<file path="src/rtl/jtpopeye_vtimer.sv">
// Parametrised video timing generator: H/V pixel counters, blanking, sync,
// DMA window, frame pulse, odd/even flag and flip-aware counter outputs.
module jtpopeye_vtimer #(
    parameter int unsigned HW       = 9,
    parameter int unsigned VW       = 9,
    parameter int unsigned HTOTAL   = 384,
    parameter int unsigned VTOTAL   = 264,
    parameter int unsigned HB_START = 256,
    parameter int unsigned HB_END   = 0,
    parameter int unsigned HS_START = 300,
    parameter int unsigned HS_END   = 332,
    parameter int unsigned VB_START = 240,
    parameter int unsigned VB_END   = 8,
    parameter int unsigned VS_START = 248,
    parameter int unsigned VS_END   = 251,
    parameter int unsigned DMA_LEN  = 32
) (
    input  logic          rst_n,
    input  logic          clk,
    input  logic          pxl_cen,
    input  logic          RV_n,
    output logic [HW-1:0] H,
    output logic [VW-1:0] V,
    output logic [HW-1:0] HF,
    output logic [VW-1:0] VF,
    output logic          HB,
    output logic          VB,
    output logic          HS,
    output logic          VS,
    output logic          HBD_n,
    output logic          frame_start,
    output logic          odd
);

    localparam int unsigned DW = (DMA_LEN > 1) ? $clog2(DMA_LEN) : 1;
    localparam logic [HW-1:0] H_LAST   = HW'(HTOTAL - 1);
    localparam logic [VW-1:0] V_LAST   = VW'(VTOTAL - 1);
    localparam logic [DW-1:0] DMA_LOAD = DW'(DMA_LEN - 1);
    localparam bit HB_ON  = (HB_START != HB_END);
    localparam bit HS_ON  = (HS_START != HS_END);
    localparam bit VB_ON  = (VB_START != VB_END);
    localparam bit VS_ON  = (VS_START != VS_END);
    localparam bit DMA_ON = (DMA_LEN != 0);

    // Parameter sanity checks at elaboration
    if (HTOTAL > 2**HW) begin : g_bad_htotal
        $error("jtpopeye_vtimer: HTOTAL does not fit in HW bits");
    end
    if (VTOTAL > 2**VW) begin : g_bad_vtotal
        $error("jtpopeye_vtimer: VTOTAL does not fit in VW bits");
    end
    if (HB_START >= HTOTAL || HB_END >= HTOTAL || HS_START >= HTOTAL || HS_END >= HTOTAL)
    begin : g_bad_hpos
        $error("jtpopeye_vtimer: horizontal position outside 0..HTOTAL-1");
    end
    if (VB_START >= VTOTAL || VB_END >= VTOTAL || VS_START >= VTOTAL || VS_END >= VTOTAL)
    begin : g_bad_vpos
        $error("jtpopeye_vtimer: vertical position outside 0..VTOTAL-1");
    end

    logic [HW-1:0] h_nx;
    logic [VW-1:0] v_nx;
    logic [DW-1:0] dma_cnt, dma_nx;
    logic          hb_nx, vb_nx, hs_nx, vs_nx, hbd_nx, fs_nx, odd_nx;
    logic          h_last, v_last;

    assign h_last = (H == H_LAST);
    assign v_last = (V == V_LAST);

    // Flip only affects the counter view handed to the layers
    assign HF = RV_n ? H : ~H;
    assign VF = RV_n ? V : ~V;

    // Next-state: flags are decided on the pre-increment counter values
    always_comb begin
        h_nx   = H;
        v_nx   = V;
        hb_nx  = HB;
        vb_nx  = VB;
        hs_nx  = HS;
        vs_nx  = VS;
        hbd_nx = HBD_n;
        dma_nx = dma_cnt;
        odd_nx = odd;
        fs_nx  = 1'b0;
        if (pxl_cen) begin
            h_nx = h_last ? '0 : H + HW'(1);
            if (h_last) begin
                v_nx = v_last ? '0 : V + VW'(1);
                if (v_last) begin
                    odd_nx = ~odd;
                    fs_nx  = 1'b1;
                end
            end
            if (HB_ON) begin
                if (H == HW'(HB_START))    hb_nx = 1'b1;
                else if (H == HW'(HB_END)) hb_nx = 1'b0;
            end
            if (HS_ON) begin
                if (H == HW'(HS_START))    hs_nx = 1'b1;
                else if (H == HW'(HS_END)) hs_nx = 1'b0;
            end
            if (h_last && VB_ON) begin
                if (V == VW'(VB_START))    vb_nx = 1'b1;
                else if (V == VW'(VB_END)) vb_nx = 1'b0;
            end
            if (h_last && VS_ON) begin
                if (V == VW'(VS_START))    vs_nx = 1'b1;
                else if (V == VW'(VS_END)) vs_nx = 1'b0;
            end
            // DMA slot opens with HB and closes on length expiry or HB end
            if (DMA_ON && HB_ON) begin
                if (H == HW'(HB_START)) begin
                    hbd_nx = 1'b0;
                    dma_nx = DMA_LOAD;
                end else if (!HBD_n) begin
                    if (H == HW'(HB_END) || dma_cnt == '0) hbd_nx = 1'b1;
                    else                                   dma_nx = dma_cnt - DW'(1);
                end
            end
        end
    end

    always_ff @(posedge clk or negedge rst_n) begin
        if (!rst_n) begin
            H           <= '0;
            V           <= '0;
            HB          <= 1'b1;
            VB          <= 1'b1;
            HS          <= 1'b0;
            VS          <= 1'b0;
            HBD_n       <= 1'b1;
            dma_cnt     <= '0;
            frame_start <= 1'b0;
            odd         <= 1'b0;
        end else begin
            H           <= h_nx;
            V           <= v_nx;
            HB          <= hb_nx;
            VB          <= vb_nx;
            HS          <= hs_nx;
            VS          <= vs_nx;
            HBD_n       <= hbd_nx;
            dma_cnt     <= dma_nx;
            frame_start <= fs_nx;
            odd         <= odd_nx;
        end
    end

endmodule
</file>
<file path="config.mk">
export PLATFORM = sky130hd
export DESIGN_NAME = jtpopeye_vtimer
export DESIGN_NICKNAME = d
export VERILOG_FILES = /design/src/rtl/jtpopeye_vtimer.sv
export SDC_FILE = /design/constraint.sdc
export NUM_CORES = 1
export LEC_CHECK = 0
export CAP_MARGIN = 20
export CORE_MARGIN = 3
export CORE_UTILIZATION = 26
export CTS_CLUSTER_SIZE = 20
export DETAILED_ROUTE_END_ITERATION = 8
export PLACE_DENSITY = 0.56
export REMOVE_ABC_BUFFERS = 1
export SLEW_MARGIN = 5
export SYNTH_ARGS = -nofsm -noshare
export SYNTH_HDL_FRONTEND = slang
export SYNTH_SLANG_ARGS = --single-unit
</file>
<file path="constraint.sdc">
create_clock -name clk -period 3.3 [get_ports clk]
set_input_delay 0.33 -clock clk [delete_from_list [all_inputs] [get_ports clk]]
set_output_delay 0.33 -clock clk [all_outputs]
set_load 0.05 [all_outputs]
</file>
=== Word level (Yosys, flattened, before mapping) ===
Index checks and enable logic that the tools add are counted.
Widths: inputs -> output; s select.

* Bits in registers: 30
* Bits in latches: 0
* Bits in read-only memories: 0
* Input port bits: 4
* Memories: 0
* Memory bits (writable): 0

* Multiply operators: 0
* Equality and inequality tests: 11
* Bitwise logic cells: 3
* Shift operators: 0
* Reductions and logical operators: 14
* $lt $le $gt $ge: 0
* $add $sub $neg: 3
* Multiplexer cells: 21
* Div/mod/pow operators: 0

{| class="wikitable"
|+ Operators with widths
! operator !! number
|-
| $eq 9x9->1 const B || 5
|-
| $mux 9 || 4
|-
| $eq 9x8->1 const B || 3
|-
| $add 9x1->9 const B || 2
|-
| $not 9->9 || 2
|-
| $mux 5 || 3
|-
| $mux 1 || 14
|-
| $reduce_and 3->1 || 4
|-
| $eq 9x4->1 const B || 1
|-
| $logic_not 9->1 || 1
|-
| $reduce_bool 2->1 || 4
|-
| $reduce_and 2->1 || 3
|-
| $logic_not 5->1 || 1
|-
| $sub 5x1->5 const B || 1
|-
| $ne 2x1->1 const B || 1
|-
| $ne 2x2->1 const B || 1
|-
| $logic_or 1x1->1 || 1
|-
| $not 1->1 || 1
|}

=== Logic depth before layout (Yosys ltp) ===
Gate-level depths: netlist of run 1.

* Word-level depth: 5
* Gate-level depth with buffers: 6
* Gate-level depth less buffers: 6

=== Least setup slack after synthesis of run 1 ===
OpenSTA, ideal clock, no wires.

* Path type: flip-flop to flip-flop
* Start point: reg H[1]
* End point: reg V[5]
* Data required time: 3152 ps
* Buffers on the path: 1
* Stages on the path, launching flop included: 7
* Setup time: 148 ps
* Period minus slack after synthesis: 2058 ps
* Path slack: 1242 ps
* Data arrival time: 1909 ps
* Cell sequence: dfrtp_1 -> ha_1 -> nand4_2 -> or3_1 -> clkbuf_2 -> nor3_1 -> xor2_1

* Longest elaborated chain between the ends: 2

{| class="wikitable"
|+ Ends and longest elaborated chain
! element !! RTL line !! text
|-
| start, declared || 22 || <nowiki>output logic [HW-1:0] H,</nowiki>
|-
| start signal, assigned || 137 || <nowiki>H <= h_nx;</nowiki>
|-
| $eq 9x9->1 || 67 || <nowiki>assign h_last = (H == H_LAST);</nowiki>
|-
| $reduce_and 2->1 (no source line) || n/a ||
|-
| end signal, assigned || 138 || <nowiki>V <= v_nx;</nowiki>
|-
| end, declared || 23 || <nowiki>output logic [VW-1:0] V,</nowiki>
|}

No other way between the ends.
A chain may end at the register's enable or synchronous reset.

=== Worst setup path after layout of run 1 ===
* Start point: in RV_n
* End point: out VF[2]

* Longest elaborated chain between the ends: 1

{| class="wikitable"
|+ Ends and longest elaborated chain
! element !! RTL line !! text
|-
| start, declared || 21 || <nowiki>input logic RV_n,</nowiki>
|-
| $mux 9 || 72 || <nowiki>assign VF = RV_n ? V : ~V;</nowiki>
|-
| end, declared || 25 || <nowiki>output logic [VW-1:0] VF,</nowiki>
|}

No other way between the ends.

==> run summary, run 1 <==
Syn. warnings: 0
Req. time, crit path: 2.97 ns
Die Ht: 88.2 microns
Multi-input combinational cell area: 895 sq um
Initial DRC Count: 113
Fillcell total: 657
Peak VDD IR: 275 uV
RSZ-0062 raised after global routing: false
CTS Sinks: 30
M1 GR Usage: 0.152
Via density: 4.77
Setup violations, final: 0
Pwr Total: 1.61 mW
Clock Latency Late Sink: 0.28 ns
Final setup TNS: 0 ns
Residual DRC: 0
Die width: 88.2 microns
Final nets: 227
Top cell by count, worst path: clkdlybuf4s50_1
Initial Utilization: 0.272
Top Ports: 47
Clock Tree Buf Depth: 2
Worst Skew: 0.00417 ns
CP cell instances: clkdlybuf4s50_1 -> buf_4 -> xnor2_1 -> clkdlybuf4s50_1
Core region area: 6460 sq um
Number of synthesized flops with an enable pin: 0
Pleak: 0.936 nW
Least-Margin Pin Slew: 0.572 ns
DIE AREA: 7780 sq um
Mapped Cells: 174
Slew Limit Fails: 0
Post-CTS Hold Buffers: 0
CP top delay family: buffers and inverters
Startpoint class of the critical path: input port
Ys async rst share: 1.00
Initial antenna violation count: 0
GRT Overall Usage: 0.112
Crit-path slowest cell: clkdlybuf4s50_1
Num CTS Buffers: 5
Drt first pass iters: 4
Status: finished clean
H-Tree Level Count: 2
Maximum clock frequency: 0.419 GHz
Rel. slew slack: 0.615
I/O Buffers: 46
# diodes: 0
Final min period: 2.39 ns
First-pass GRT wire length: 6880 microns
Hold WC Path Type: in2async
Clock tree from TritonCTS: yes
Final hold vios: 0
Cell variety after synth: 49
Maximum net fanout on the critical path: 18
Syn-to-layout area delta: 34.3%
Final worst path period share: 0.724
DR vias: 1413
Largest net degree at the start of global routing: 31
CTS clk-pin slew, worst paths: 0.07 ns
DPL Wire Length: 2850 microns
WL/cell: 13.6 microns
WP data arrival: 2.06 ns
M2 GR Usage: 0.175
Syn Std Cell Area: 1760 sq um
Resized Gates After CTS: 0
CP endpoint kind: primary output
Max-cap violations: 0
Met3 Track Usage GR: 0.0270
Sequential cell area: 754 sq um
Most Used Layer, Global Route: met2
Seq cells post-synth: 30
GP Congestion: 0.765
Main flop type after synthesis: dfrtp_1
Avg Inst Size Synth: 10.1 sq um
Worst path buffer plus inverter count: 3
Critical setup path kind: in2out
CTS root buf: clkbuf_8
Grt ovf: 0
Share of cells above drive strength 1: 0.123
Vias in the first global route: 1398
Row Count: 29
Post-route ant nets: 0
Crit-path max cell delay: 0.82 ns
Total Routed Length: 4020 microns
Post-CTS Setup Inserts: 0
Pwr Density: 680 nW/um^2
Post-synthesis sequential area ratio: 0.429
## kinds of logic after synthesis
family / count (synthesis) / synth area share
AO/OA/AOI/OAI: 24 / 0.0996
buffers and inverters: 20 / 0.0619
AND/OR/NAND/NOR: 63 / 0.213
multiplexers: 2 / 0.0114
adder cells (fa/ha/maj): 5 / 0.0356
XOR/XNOR: 30 / 0.149
flip-flops: 30 / 0.429
## report_power, final
part	leakage [nW]	switching, mW	internal, mW
sequential	0.363	0.105	0.443
clock	0.0575	0.140	0.211
combinational	0.516	0.447	0.260
total	0.936	0.692	0.914
## stage by stage
step           setup WS [ns]  utilization  instance area, sq um  cells  hold WS (ns)
3_3_place_gp           0.901        0.349                  2250    288         0.461
6_report               0.911        0.366                  2360    296         0.443
3_5_place_dp           0.883        0.349                  2250    288         0.456
4_1_cts                0.887        0.366                  2360    296         0.453
5_1_grt                0.820        0.366                  2360    296         0.482
2_1_floorplan          0.913            -                  1680    162        0.0344
## sequential cells by signal, indices dropped and copies added, names as in the netlist
name,flops
dma_cnt,5
H,9
VB,1
HS,1
odd,1
HBD_n,1
HB,1
V,9
frame_start,1
VS,1
## cell usage in the layout (no fill, tap or decap), drive strengths merged, types with 2 or more instances in the layout
| cell type | synthesis | layout |
|---|---|---|
| dfrtp | 27 | 27 |
| nor2 | 9 | 9 |
| nand2 | 12 | 12 |
| xor2 | 6 | 6 |
| mux2i | 2 | 2 |
| nand4 | 9 | 9 |
| a21oi | 4 | 4 |
| buf | 6 | 6 |
| clkbuf | 6 | 8 |
| o21ai | 7 | 7 |
| xnor2 | 24 | 24 |
| a41oi | 2 | 2 |
| nor2b | 2 | 2 |
| dfstp | 3 | 3 |
| o31ai | 2 | 2 |
| o211ai | 2 | 2 |
| and4 | 2 | 2 |
| nor3 | 9 | 9 |
| ha | 5 | 5 |
| clkdlybuf4s50 | 0 | 43 |
| inv | 8 | 8 |
| nand3 | 5 | 5 |
| and3 | 3 | 3 |
## metal layers
layer | vias up | part of all wire
met5 | - | 0
met4 | 0 | 0.0097
met3 | 4 | 0.046
met2 | 35 | 0.45
met1 | 681 | 0.49
li1 | 693 | -
## worst paths after layout
check | depth (start not counted) | to | start | slack [ns]
worst min register to register | 1 | odd | odd | 0.47
worst max-delay path | 4 | VF[2] | RV_n | 0.91
worst max register to register | 5 | V[5] | H[0] | 1.43
min in group clk | 1 | odd | odd | 0.47
worst min-delay path | 2 | H[4] | rst_n | 0.44
max in group asynchronous | 2 | HBD_n | rst_n | 2.53
## synth_stat cells (5+ instances only)
library cell | number | share of area
dfrtp_1 | 27 | 0.38
xnor2_1 | 24 | 0.12
nand2_1 | 12 | 0.026
nor2_1 | 9 | 0.019
inv_1 | 8 | 0.017
nand4_1 | 8 | 0.028
nor3_1 | 7 | 0.020
o21ai_0 | 6 | 0.017
xor2_1 | 6 | 0.030
ha_1 | 5 | 0.036
nand3_1 | 5 | 0.014
## final cells by class
class | instances | share of cell area
repair buffers | 49 | 0.201
multi-input cells | 124 | 0.379
well taps | 77 | 0.0408
clock buffers | 8 | 0.0466
inverters | 8 | 0.0127
flip-flops and latches | 30 | 0.320
Power figures use the tool's default switching activity.
==> run 2: changes to the inputs <==
==> constraint.sdc (replaced) <==
create_clock -name clk -period 2.47 [get_ports clk]
set_input_delay 0.247 -clock clk [delete_from_list [all_inputs] [get_ports clk]]
set_output_delay 0.247 -clock clk [all_outputs]
set_load 0.05 [all_outputs]
==> run 2 against run 1 <==
Compared with the run above: final area increased by 7.3%; clock power up 7.1%; routed wire length decreased by 0.87%; die area stayed put; sequential share of layout area fell by 2.2 points; count of clock-buffer cells in the layout unchanged; largest cell class unchanged; register-to-register slack worse by 0.83 ns; non-clock buffer count is 2 higher; flip-flop and latch count unchanged.
==> run summary, run 2 (synthesis gave the netlist of run 1 again) <==
Req. time, crit path: 2.22 ns
CTS clk-pin slew, worst paths: 0.07 ns
Maximum net fanout on the critical path: 10
Post-route ant nets: 0
DIE AREA: 7780 sq um
Final instance area: 2530 sq um
Crit-path max cell delay: 0.87 ns
Via density: 4.75
Drt first pass iters: 4
I/O Buffers: 46
Startpoint class of the critical path: flip-flop
# diodes: 0
CP cell instances: clkdlybuf4s50_1
Final setup TNS: 0 ns
Rel. slew slack: 0.660
DR vias: 1415
Total Routed Length: 3980 microns
Least-Margin Pin Slew: 0.508 ns
Most frequent cells in the layout: clkdlybuf4s50_1, dfrtp_1, xnor2_1, buf_12, nand2_1
Clock Tree Buf Depth: 2
Setup WS pre-CTS: 0.632 ns
Commonest non-fill, non-tap cell in the layout: clkdlybuf4s50_1
WP data arrival: 1.68 ns
Final hold vios: 0
Clock Latency Late Sink: 0.28 ns
GRT Overall Usage: 0.110
Slew Limit Fails: 0
Final worst path period share: 0.781
Hold WC Path Type: in2async
Status: finished clean
Row Count: 29
First-pass GRT wire length: 6660 microns
Max-cap violations: 0
CTS root buf: clkbuf_8
CP endpoint kind: primary output
Maximum clock frequency: 0.518 GHz
Core region area: 6460 sq um
CTS Sinks: 30
Initial Utilization: 0.272
Share of cells above drive strength 1: 0.186
Top Registers: H (9), V (9), dma_cnt (5)
Post-CTS Hold Buffers: 0
Final nets: 229
Crit-path slowest cell: clkdlybuf4s50_1
Resized Gates After CTS: 0
Peak VDD IR: 423 uV
Residual DRC: 0
Grt ovf: 0
Initial DRC Count: 34
Worst path buffer plus inverter count: 1
Top Ports: 47
Worst Skew: 0.00792 ns
CP top delay family: buffers and inverters
WL/cell: 13.4 microns
Die Ht: 88.2 microns
H-Tree Level Count: 2
Largest net degree at the start of global routing: 31
GP Congestion: 0.770
DPL Wire Length: 2930 microns
Initial antenna violation count: 0
Vias in the first global route: 1328
Final Worst Setup Slack: 0.540 ns
Setup violations, final: 0
Syn-to-layout area delta: 44.1%
Pwr Density: 868 nW/um^2
Placed Instance Area: 2450 sq um
Final min period: 1.93 ns
Num CTS Buffers: 5
RSZ-0062 raised after global routing: false
Post-CTS Setup Inserts: 0
Die width: 88.2 microns
Critical setup path kind: reg2out
Pleak: 1.02 nW
Clock tree from TritonCTS: yes
==> run 2: cell types whose count changed in the layout (fill, tap and decap cells not counted) <==
| cell | before | now |
|---|---|---|
| buf_4 | 6 | 5 |
| clkbuf_8 | 8 | 5 |
| buf_12 | 0 | 18 |
| clkdlybuf4s50_1 | 43 | 28 |
| clkbuf_1 | 0 | 3 |
==> run 2: layout make-up <==
| class | instances | area, sq um |
|---|---|---|
| fill | 631 | 3930 |
| multi-input combinational | 124 | 895 |
| sequential | 30 | 754 |
| timing repair buffer | 51 | 678 |
| tap | 77 | 96.3 |
| clock buffer | 8 | 80.1 |
| inverter | 8 | 30.0 |
==> run 2: path summary, 6_finish.rpt <==
kind                             from   end  slack (ns)  depth (start not counted)
worst max-delay path             V[2]  V[2]        0.54                          1
worst min-delay path            rst_n  H[1]        0.35                          2
worst max register to register   H[0]  V[7]        0.60                          5
worst min register to register    odd   odd        0.47                          1
max in group asynchronous       rst_n    VB        1.80                          2
min in group clk                  odd   odd        0.47                          1
==> run 2: power breakdown <==
part,switching [mW],internal (mW)
Sequential,0.133,0.593
Combinational,0.632,0.466
Clock,0.176,0.200
Total,0.942,1.26
==> run 2: per-stage QoR <==
step                      power (mW)  hold slack (ns)   util  instances
after floorplan                 1.39          -0.0486      -        162
after global placement          1.83            0.466  0.380        290
after detailed placement        1.84            0.462  0.380        290
after CTS                       2.23            0.363  0.392        298
after global routing            2.32            0.401  0.392        298
final                           2.20            0.349  0.392        298
==> run 2: routing by layer <==
layer / vias up / track usage / wire [microns]
li1: 698 / - / -
met1: 673 / 0.156 / 1920
met2: 36 / 0.161 / 1780
met3: 8 / 0.0279 / 213
met4: 0 / 0.0453 / 64
met5: - / 0 / 0
==> run 2: worst register-to-register path: stages (launching register included) <==
cell     delay, ns
dfrtp_1       0.44
ha_1          0.27
nand4_2       0.17
or3_1         0.49
nor3_1        0.26
xor2_1        0.16
==> run 3: changes to the inputs <==
--- a/config.mk
+++ b/config.mk
@@ -10,7 +10,7 @@
 export CORE_UTILIZATION = 26
 export CTS_CLUSTER_SIZE = 20
 export DETAILED_ROUTE_END_ITERATION = 8
-export PLACE_DENSITY = 0.56
+export PLACE_DENSITY = 0.58
 export REMOVE_ABC_BUFFERS = 1
 export SLEW_MARGIN = 5
 export SYNTH_ARGS = -nofsm -noshare
==> constraint.sdc (replaced) <==
create_clock -name clk -period 1.55 [get_ports clk]
set_input_delay 0.155 -clock clk [delete_from_list [all_inputs] [get_ports clk]]
set_output_delay 0.155 -clock clk [all_outputs]
set_load 0.05 [all_outputs]
==> run 3 against run 2 <==
Compared with the run above: the run now ends with negative setup slack left; clock skew down 0.0039 ns; die area unchanged; sequential power up 47%; routed wire length up 17%; highest routed layer unchanged; largest power group unchanged; first-iteration DRC count unchanged.
==> run summary, run 3 (synthesis gave the netlist of run 1 again) <==
Status: finished with violations
Violated checks: negative setup slack
Worst r2r path cells: 6
Post-CTS Hold Buffers: 0
Top Ports: 47
CP cell instances: inv_2 -> ha_4 -> or3b_4 -> o211a_4 -> a211oi_2 -> a31oi_1
Die Ht: 88.2 microns
Max-cap violations: 0
Maximum clock frequency: 0.589 GHz
Critical setup path kind: reg2reg
Num CTS Buffers: 5
Worst Skew: 0.00400 ns
Via density: 4.73
Pwr Total: 4.14 mW
Setup violations, final: 12
Final Worst Setup Slack: -0.149 ns
Crit-path max cell delay: 0.42 ns
GP Congestion: 0.805
DR vias: 1604
GRT Overall Usage: 0.121
RSZ-0062 raised after global routing: true
CTS root buf: clkbuf_8
WP data arrival: 1.85 ns
Final worst path period share: 1.10
Slew Limit Fails: 0
Least-Margin Pin Slew: 0.392 ns
Share of cells above drive strength 1: 0.504
Top Registers: H (9), V (9), dma_cnt (5)
DPL Wire Length: 3440 microns
Initial DRC Count: 34
CTS clk-pin slew, worst paths: 0.06 ns
WL/cell: 13.8 microns
Final setup TNS: -0.885 ns
Clock Latency Late Sink: 0.28 ns
Setup WS pre-CTS: -0.225 ns
Pleak: 1.40 nW
CP endpoint kind: flip-flop
Row Count: 29
Drt first pass iters: 4
Clock tree from TritonCTS: yes
Grt ovf: 0
Final nets: 270
CTS Sinks: 30
Req. time, crit path: 1.70 ns
Final hold vios: 0
Syn-to-layout area delta: 78.8%
DIE AREA: 7780 sq um
Final min period: 1.70 ns
Most frequent cells in the layout: buf_4, buf_12, dfrtp_1, xnor2_1, nand2_1
Residual DRC: 0
Total Routed Length: 4670 microns
Initial antenna violation count: 0
Commonest non-fill, non-tap cell in the layout: buf_4
Vias in the first global route: 1552
H-Tree Level Count: 2
Die width: 88.2 microns
Peak VDD IR: 780 uV
I/O Buffers: 46
Largest net degree at the start of global routing: 31
First-pass GRT wire length: 7370 microns
Maximum net fanout on the critical path: 8
Crit-path slowest cell: dfrtp_1
Crit path depth: 6
Core region area: 6460 sq um
Worst path buffer plus inverter count: 1
Pwr Density: 1320 nW/um^2
# diodes: 0
Clock Tree Buf Depth: 2
Hold WC Path Type: in2async
CP top delay family: compound AO/OA/AOI/OAI gates
Rel. slew slack: 0.739
Startpoint class of the critical path: flip-flop
Post-route ant nets: 0
Initial Utilization: 0.272
run 3: repair_timing:
| action | CTS | global route |
|---|---|---|
| setup endpoints to repair | 21 | 22 |
| pin swaps | 3 | 18 |
| buffers inserted | 3 | 5 |
| gates resized for setup | 12 | 27 |
| cloned | 0 | 1 |
run 3: layout make-up:
class	instances	area [sq um]
tap	77	96.3
timing repair buffer	92	1120
inverter	8	30.0
sequential	30	754
clock buffer	8	90.1
multi-input combinational	124	1060
fill	571	3320
run 3: per-stage QoR:
stage / instance area (sq um) / hold slack (ns) / std cells / util
after global placement: 2820 / 0.459 / 322 / 0.436
after floorplan: 1680 / -0.141 / 162 / -
after global routing: 3140 / 0.291 / 339 / 0.487
final: 3140 / 0.265 / 339 / 0.487
after CTS: 2980 / 0.277 / 333 / 0.462
after detailed placement: 2820 / 0.460 / 322 / 0.436
run 3: routing by layer:
layer,GRT usage,vias up,part of all wire
met1,0.158,782,0.45
met5,0,-,0
met2,0.196,30,0.50
li1,-,785,-
met4,0.0371,0,0.012
met3,0.0298,7,0.045
run 3: worst paths after layout:
check | slack, ns | to | startpoint
worst min register to register | 0.47 | odd | odd
min in group clk | 0.47 | odd | odd
worst max-delay path | -0.15 | dma_cnt[3] | H[1]
max in group asynchronous | 0.97 | HB | rst_n
worst max register to register | -0.15 | dma_cnt[3] | H[1]
worst min-delay path | 0.27 | odd | rst_n
run 3: where the power goes:
| part | switching (mW) | internal [mW] | leakage, nW |
|---|---|---|---|
| logic | 1.26 | 1.16 | 0.991 |
| registers | 0.125 | 0.947 | 0.363 |
| clock network | 0.283 | 0.362 | 0.0455 |
